File: config.mk
export PLATFORM = sky130hd
export DESIGN_NAME = shift_sub_divider
export DESIGN_NICKNAME = d
export VERILOG_FILES = /design/src/rtl/shift_sub_divider.sv
export SDC_FILE = /design/constraint.sdc
export NUM_CORES = 1
export LEC_CHECK = 0
export ABC_AREA = 1
export CAP_MARGIN = 40
export CORE_ASPECT_RATIO = 0.75
export CORE_MARGIN = 2
export CORE_UTILIZATION = 30
export CTS_CLUSTER_SIZE = 14
export DETAILED_ROUTE_END_ITERATION = 16
export HOLD_SLACK_MARGIN = 0.12
export PLACE_DENSITY_LB_ADDON = 0.1
export SETUP_SLACK_MARGIN = 0.02
export SYNTH_ARGS = -nofsm -noshare
export SYNTH_HDL_FRONTEND = slang
export SYNTH_SLANG_ARGS = --single-unit
File: constraint.sdc
create_clock -name clock -period 2.75 [get_ports clock]
set_clock_uncertainty 0.15 [all_clocks]
set_input_delay 0.55 -clock clock [delete_from_list [all_inputs] [get_ports clock]]
set_output_delay 0.55 -clock clock [all_outputs]
set_load 0.03 [all_outputs]
File: src/rtl/shift_sub_divider.sv
// Sequential restoring divider: 2N-bit dividend / N-bit divisor -> N-bit quotient and remainder in N cycles.
// Optional macro DIV_OVF_EN: detect quotient overflow (incl. divide-by-zero) at start and skip the iteration.
module shift_sub_divider #(
   parameter int N = 16
) (
   input  logic           clock,
   input  logic           reset_n,
   input  logic           start,
   input  logic [2*N-1:0] A,
   input  logic [N-1:0]   B,
   output logic [N-1:0]   Q,
   output logic [N-1:0]   R,
   output logic           ovf,
   output logic           ready
);

   localparam int CW = $clog2(N + 1);

   typedef enum logic [1:0] {
      IDLE = 2'd0,
      RUN  = 2'd1,
      DONE = 2'd2
   } state_t;

   // Handshake: a request is taken on any rising edge where ready=1 and start=1.
   // ready=0 marks RUN, during which start, A and B are ignored; Q/R/ovf change
   // only on the completing edge (or on an overflow start when enabled).

   state_t         state_q, state_d;
   logic [CW-1:0]  cnt_q, cnt_d;
   logic [2*N:0]   work_q, work_d;
   logic [N-1:0]   b_q, b_d;
   logic [N-1:0]   q_q, q_d;
   logic [N-1:0]   r_q, r_d;
   logic           ready_q, ready_d;

   logic [2*N:0]   shifted;
   logic [N:0]     rem_sh;
   logic [N:0]     trial;
   logic           take;
   logic [N:0]     iter_rem;
   logic [2*N:0]   iter_work;

`ifdef DIV_OVF_EN
   logic           ovf_q, ovf_d;
   logic           ovf_cond;
   assign ovf_cond = (A[2*N-1:N] >= B);
`endif

   // One restoring step: shift left, try subtracting the divisor from the upper part.
   always_comb begin
      shifted   = {work_q[2*N-1:0], 1'b0};
      rem_sh    = shifted[2*N:N];
      trial     = rem_sh - {1'b0, b_q};
      take      = (rem_sh >= {1'b0, b_q});
      iter_rem  = take ? trial : rem_sh;
      iter_work = {iter_rem, shifted[N-1:1], take};
   end

   always_comb begin
      state_d = state_q;
      cnt_d   = cnt_q;
      work_d  = work_q;
      b_d     = b_q;
      q_d     = q_q;
      r_d     = r_q;
      ready_d = ready_q;
`ifdef DIV_OVF_EN
      ovf_d   = ovf_q;
`endif
      case (state_q)
         IDLE, DONE: begin
            if (start) begin
`ifdef DIV_OVF_EN
               if (ovf_cond) begin
                  state_d = DONE;
                  ready_d = 1'b1;
                  ovf_d   = 1'b1;
                  q_d     = '1;
                  r_d     = A[N-1:0];
               end else begin
                  work_d  = {1'b0, A};
                  b_d     = B;
                  cnt_d   = CW'(N);
                  state_d = RUN;
                  ready_d = 1'b0;
               end
`else
               work_d  = {1'b0, A};
               b_d     = B;
               cnt_d   = CW'(N);
               state_d = RUN;
               ready_d = 1'b0;
`endif
            end
         end
         RUN: begin
            work_d = iter_work;
            cnt_d  = cnt_q - CW'(1);
            if (cnt_q == CW'(1)) begin
               q_d     = iter_work[N-1:0];
               r_d     = iter_work[2*N-1:N];
               state_d = DONE;
               ready_d = 1'b1;
`ifdef DIV_OVF_EN
               ovf_d   = 1'b0;
`endif
            end
         end
         default: begin
            state_d = IDLE;
            ready_d = 1'b1;
         end
      endcase
   end

   always_ff @(posedge clock or negedge reset_n) begin
      if (!reset_n) begin
         state_q <= IDLE;
         cnt_q   <= '0;
         work_q  <= '0;
         b_q     <= '0;
         q_q     <= '0;
         r_q     <= '0;
         ready_q <= 1'b1;
`ifdef DIV_OVF_EN
         ovf_q   <= 1'b0;
`endif
      end else begin
         state_q <= state_d;
         cnt_q   <= cnt_d;
         work_q  <= work_d;
         b_q     <= b_d;
         q_q     <= q_d;
         r_q     <= r_d;
         ready_q <= ready_d;
`ifdef DIV_OVF_EN
         ovf_q   <= ovf_d;
`endif
      end
   end

   assign Q     = q_q;
   assign R     = r_q;
   assign ready = ready_q;
`ifdef DIV_OVF_EN
   assign ovf   = ovf_q;
`else
   assign ovf   = 1'b0;
`endif

endmodule
* Yosys cells after proc, flatten, opt, wreduce, memory -nomap -nowiden
Index checks and enable logic that the tools add are counted.
Word-level totals: bits in registers 88, output and inout port bits 34, word-level logic and storage cells 33, input port bits 51
Cells by class: magnitude comparators 1, add/subtract/negate cells 2, multiplexer cells 11, reduce and logical (&&, ||, !) cells 7, eq/ne operators 5
Operators by type and width (number):
- $pmux W32 S2 | 1
- $mux W32 | 1
- $ge A17 B16 Y1 | 1
- $mux W16 | 1
- $sub A16 B16 Y16 | 1
- $pmux W5 S2 | 1
- $reduce_and A2 Y1 | 4
- $eq A5 B1 Y1 const B | 1
- $mux W5 | 1
- $sub A5 B1 Y5 const B | 1
- $mux W2 | 2
- $ne A2 B2 Y1 const B | 2
- $pmux W2 S2 | 1
- $eq A2 B1 Y1 const B | 1
- $eq A2 B2 Y1 const B | 1
- $logic_not A2 Y1 | 1
- $mux W1 | 2
- $pmux W1 S2 | 1
- $reduce_bool A2 Y1 | 1
- $reduce_or A2 Y1 | 1

* Longest topological paths before layout
depth in word-level cells 4, gate-level depth with buffers 16, depth with buffers taken out 15

* Worst setup path after synthesis
OpenSTA, ideal clock, no wires.
path type register -> register, start point reg work_q[17], end point reg work_q[23], cell stages (with the launch flop) 14, required time 2483 ps, period minus slack after synthesis 2007 ps, buffers on the path 1, arrival 1740 ps, slack 743 ps, setup time 117 ps, path through dfrtp_1 ha_1 or2_1 nand3_2 nand2_2 nand2_2 nand2_2 nand2_4 nand2_4 buf_8 nand2_2 nand2_1 nand2_1 nand2_1
On the way: longest elaborated chain between the ends 3, elaborated cells between the ends (all ways) 4, those cells by class add/sub: 1; order compare: 1; mux: 2
RTL lines:
- from (decl) | line 31 | logic [2*N:0] work_q, work_d;
- from (signal assigned) | line 132 | work_q <= work_d;
- $sub A16 B16 Y16 or $ge A17 B16 Y1 (tied branches) | line 54, 55
- $mux W16 * | line 56 | iter_rem = take ? trial : rem_sh;
- $pmux W32 S2 * | line 71 | case (state_q)
Mark *: on every way between the ends. The rest lies on a longest branch, timed or not. A chain may end at the register's enable or synchronous reset.

* Worst setup path in the final report
start point reg work_q[29], end point reg r_q[4], in the netlist R[4]
On the way: longest elaborated chain between the ends 2
RTL lines:
- $ge A17 B16 Y1 | line 55 | take = (rem_sh >= {1'b0, b_q});
- $mux W16 | line 56
- to (signal assigned) | line 135 | r_q <= r_d;
- to (decl) | line 34 | logic [N-1:0] r_q, r_d;
No other way between the ends.

==> load_flow_metrics.sql <==
INSERT INTO impl_metrics (metric_group, metric, value, unit) VALUES
('yosys', 'flip_flop_and_latch_count_after_synthesis', '88', ''),
('global_routing', 'global_route_wire_length_before_repair', '22800', 'um'),
('global_routing', 'first_global_vias', '4313', ''),
('timing', 'period_share', '86.3', '%'),
('floorplan', 'die_w', '152', 'um'),
('power_and_ir_drop', 'leakagePower', '0.00324', 'uW'),
('power_and_ir_drop', 'post_layout_total_power', '9580', 'uW'),
('power_and_ir_drop', 'max-vdd-ir-drop', '0.526', 'mV'),
('worst_setup_path', 'worst_ep_required_time', '2.84', 'ns'),
('place', 'io_buffer_count', '83', ''),
('worst_setup_path', 'path_class', 'register to register', ''),
('clock_tree', 'ctsLongestPathBuffers', '2', ''),
('outcome', 'outcome', 'complete, no violations', ''),
('timing', 'timing.final.setup_violations', '0', ''),
('routing', 'route.vias.total', '4346', ''),
('power_and_ir_drop', 'power.density', '1510', 'nW/um2'),
('worst_setup_path', 'rr_startpoint', 'work_q[29]', ''),
('yosys', 'synthFlopType', 'sky130_fd_sc_hd__dfrtp_1', ''),
('hold_path', 'hold_path.class', 'register to register', ''),
('finish', 'area_taken_by_multi_input_logic_gates', '2230', 'um2'),
('yosys', 'synthMostInstantiatedCell', 'sky130_fd_sc_hd__nand2_1', ''),
('routing', 'postRouteWirelength', '13900', 'um'),
('clock_tree', 'cts_resized', '0', ''),
('timing', 'hold_violations', '0', ''),
('timing', 'rsz_0062_raised_after_global_routing', 'false', ''),
('worst_setup_path', 'critPathCaptureType', 'register', ''),
('worst_setup_path', 'timing.rr.end', 'R[4]', ''),
('clock_tree', 'cts.root.buffer_cell', 'sky130_fd_sc_hd__clkbuf_16', ''),
('global_routing', 'grt_start_max_net_pins', '36', ''),
('hold_path', 'worst_hold_path_cell_count', '2', ''),
('clock_tree', 'clock_tree.htree_level_count', '3', ''),
('yosys', 'synth-simple-area-share', '30.9', '%'),
('yosys', 'muxShareOfSynthArea', '0', '%'),
('routing', 'postRouteAntennaNets', '0', ''),
('floorplan', 'floorplan.die.height', '115', 'um'),
('worst_setup_path', 'cp.arrival', '2.46', 'ns'),
('place', 'place.detailed.hpwl', '10300', 'um'),
('timing', 'maxClockFrequency', '0.421', 'GHz'),
('clock_tree', 'numCtsBuffers', '9', ''),
('clock_tree', 'clock_sinks', '88', ''),
('routing', 'via_per_inst', '4.52', ''),
('yosys', 'count_of_flip_flops_with_a_built_in_enable_after_synthesis', '0', ''),
('yosys', 'synth.largest_area_cell', 'sky130_fd_sc_hd__dfrtp_1', ''),
('yosys', 'synth.yosys.warnings', '0', ''),
('routing', 'drcViolationCount', '0', ''),
('clock_tree', 'postCtsSetupBuffers', '0', ''),
('finish', 'area_growth_syn_to_layout', '28.9', '%'),
('yosys', 'synth_xor_xnor_area_share', '1.24', '%'),
('floorplan', 'num_rows', '40', ''),
('yosys', 'combinational_family_with_the_most_area_after_synthesis', 'simple AND/OR/NAND/NOR gates', ''),
('routing', 'drtIter0Drc', '210', ''),
('worst_setup_path', 'crit_path_max_fanout', '17', ''),
('routing', 'wl_cell', '14.4', 'um'),
('routing', 'drt_first_pass_iters', '4', ''),
('yosys', 'syn-num-nets', '733', ''),
('yosys', 'synth_compound_area_share', '8.18', '%'),
('global_routing', 'number_of_antenna_violations_at_the_first_check_in_global_routing', '0', ''),
('timing', 'timing.setup.tns', '0', 'ns'),
('floorplan', 'floorplan.core_area', '16100', 'um2'),
('yosys', 'synth_commonest_cells', 'sky130_fd_sc_hd__nand2_1, sky130_fd_sc_hd__inv_1, sky130_fd_sc_hd__dfrtp_1, sky130_fd_sc_hd__nand3_1, sky130_fd_sc_hd__o21ai_0', ''),
('clock_tree', 'cts.hold.buffers_added', '1', ''),
('yosys', 'syn_area_per_cell', '7.43', 'um2'),
('clock_tree', 'path_clk_slew', '0.07', 'ns'),
('worst_setup_path', 'startpoint_type', 'register', ''),
('yosys', 'synth_largest_type_area_fraction', '44.2', '%'),
('global_routing', 'globalRoute.totalOverflow', '0', ''),
('finish', 'drive_above_1_share', '7.32', '%'),
('finish', 'postLayoutCellArea', '6350', 'um2'),
('worst_setup_path', 'rr_worst_depth', '11', ''),
('finish', 'filler_cell_count', '1670', ''),
('yosys', 'synthesis.area', '4930', 'um2');
==> cells by family after synthesis <==
kind of cell,after synthesis
other,1
and+or+nand+nor,360
buffers and inverters,121
AOI/OAI and AO/OA,67
xor gates and xnor gates,7
DFF,88
adders and majority gates,19
==> where the power goes <==
group / internal (uW) / leakage (uW) / total, uW / switching, uW
Combinational: 2070 / 0.00198 / 5850 / 3780
Sequential: 1940 / 0.00109 / 2290 / 340
Clock: 897 / 0.000169 / 1440 / 547
Total: 4910 / 0.00324 / 9580 / 4670
==> flip-flops by register name (all words and copies together), names as in the netlist <==
register,count
work_q,32
b_q,16
Q,16
state_q,2
cnt_q,5
ready,1
R,16
==> how the worst max path moves through the flow <==
stage                     slack, ns  cells past startpoint  startpoint         end
after floorplan                0.74                     13  work_q[17]  work_q[23]
after global placement         0.41                     11  work_q[29]        R[2]
after detailed placement       0.36                     11  work_q[29]        R[2]
after CTS                      0.35                     11  work_q[29]        R[4]
after global routing           0.16                     11  work_q[29]  work_q[19]
final                          0.38                     11  work_q[29]        R[4]
==> worst max-delay path, cell delays in order (launching register included) <==
cell	delay, ns
sky130_fd_sc_hd__dfrtp_1	0.42
sky130_fd_sc_hd__ha_1	0.39
sky130_fd_sc_hd__a21oi_1	0.23
sky130_fd_sc_hd__nor2_1	0.06
sky130_fd_sc_hd__nor2_1	0.13
sky130_fd_sc_hd__o21ai_2	0.10
sky130_fd_sc_hd__nor2_4	0.26
sky130_fd_sc_hd__nand2_4	0.21
sky130_fd_sc_hd__nand2_1	0.11
sky130_fd_sc_hd__nand2_1	0.09
sky130_fd_sc_hd__nand2_1	0.07
sky130_fd_sc_hd__nand2_1	0.05
==> routing by layer <==
metal	vias up	track usage, %	routed length, um
met5	-	0	0
met4	0	3.61	144
met3	13	3.84	657
met2	84	24.2	5860
met1	2016	24.3	7190
li1	2233	-	-
==> placed cells by master, fill, tap and decap left out, types with 12 or more instances in the layout <==
| cell type | count |
|---|---|
| sky130_fd_sc_hd__nand3_1 | 47 |
| sky130_fd_sc_hd__nor2_1 | 15 |
| sky130_fd_sc_hd__clkdlybuf4s50_1 | 82 |
| sky130_fd_sc_hd__nand2_2 | 12 |
| sky130_fd_sc_hd__o21ai_0 | 38 |
| sky130_fd_sc_hd__nand2_1 | 265 |
| sky130_fd_sc_hd__inv_1 | 93 |
| sky130_fd_sc_hd__dfrtp_1 | 87 |
| sky130_fd_sc_hd__o221ai_1 | 15 |
| sky130_fd_sc_hd__buf_4 | 13 |
| sky130_fd_sc_hd__ha_1 | 18 |
==> through the flow <==
stage | util (%) | worst slack (ns) | cells | hold WS (ns)
finish | 39.5 | 0.376 | 961 | 0.336
global route | 39.5 | 0.160 | 961 | 0.365
CTS | 39.5 | 0.353 | 961 | 0.343
detailed placement | 37.3 | 0.363 | 944 | 0.314
global placement | 37.3 | 0.408 | 944 | 0.310
floorplan | - | 0.743 | 663 | 0.104
==> final cells by class <==
type / count / area share, %
clock buffers: 10 / 3.60
well taps: 210 / 4.14
repair buffers: 97 / 14.9
clock inverters: 6 / 1.81
flip-flops and latches: 88 / 34.7
inverters: 96 / 5.67
multi-input cells: 454 / 35.2
Note: power is estimated with default switching activity, not from simulation.
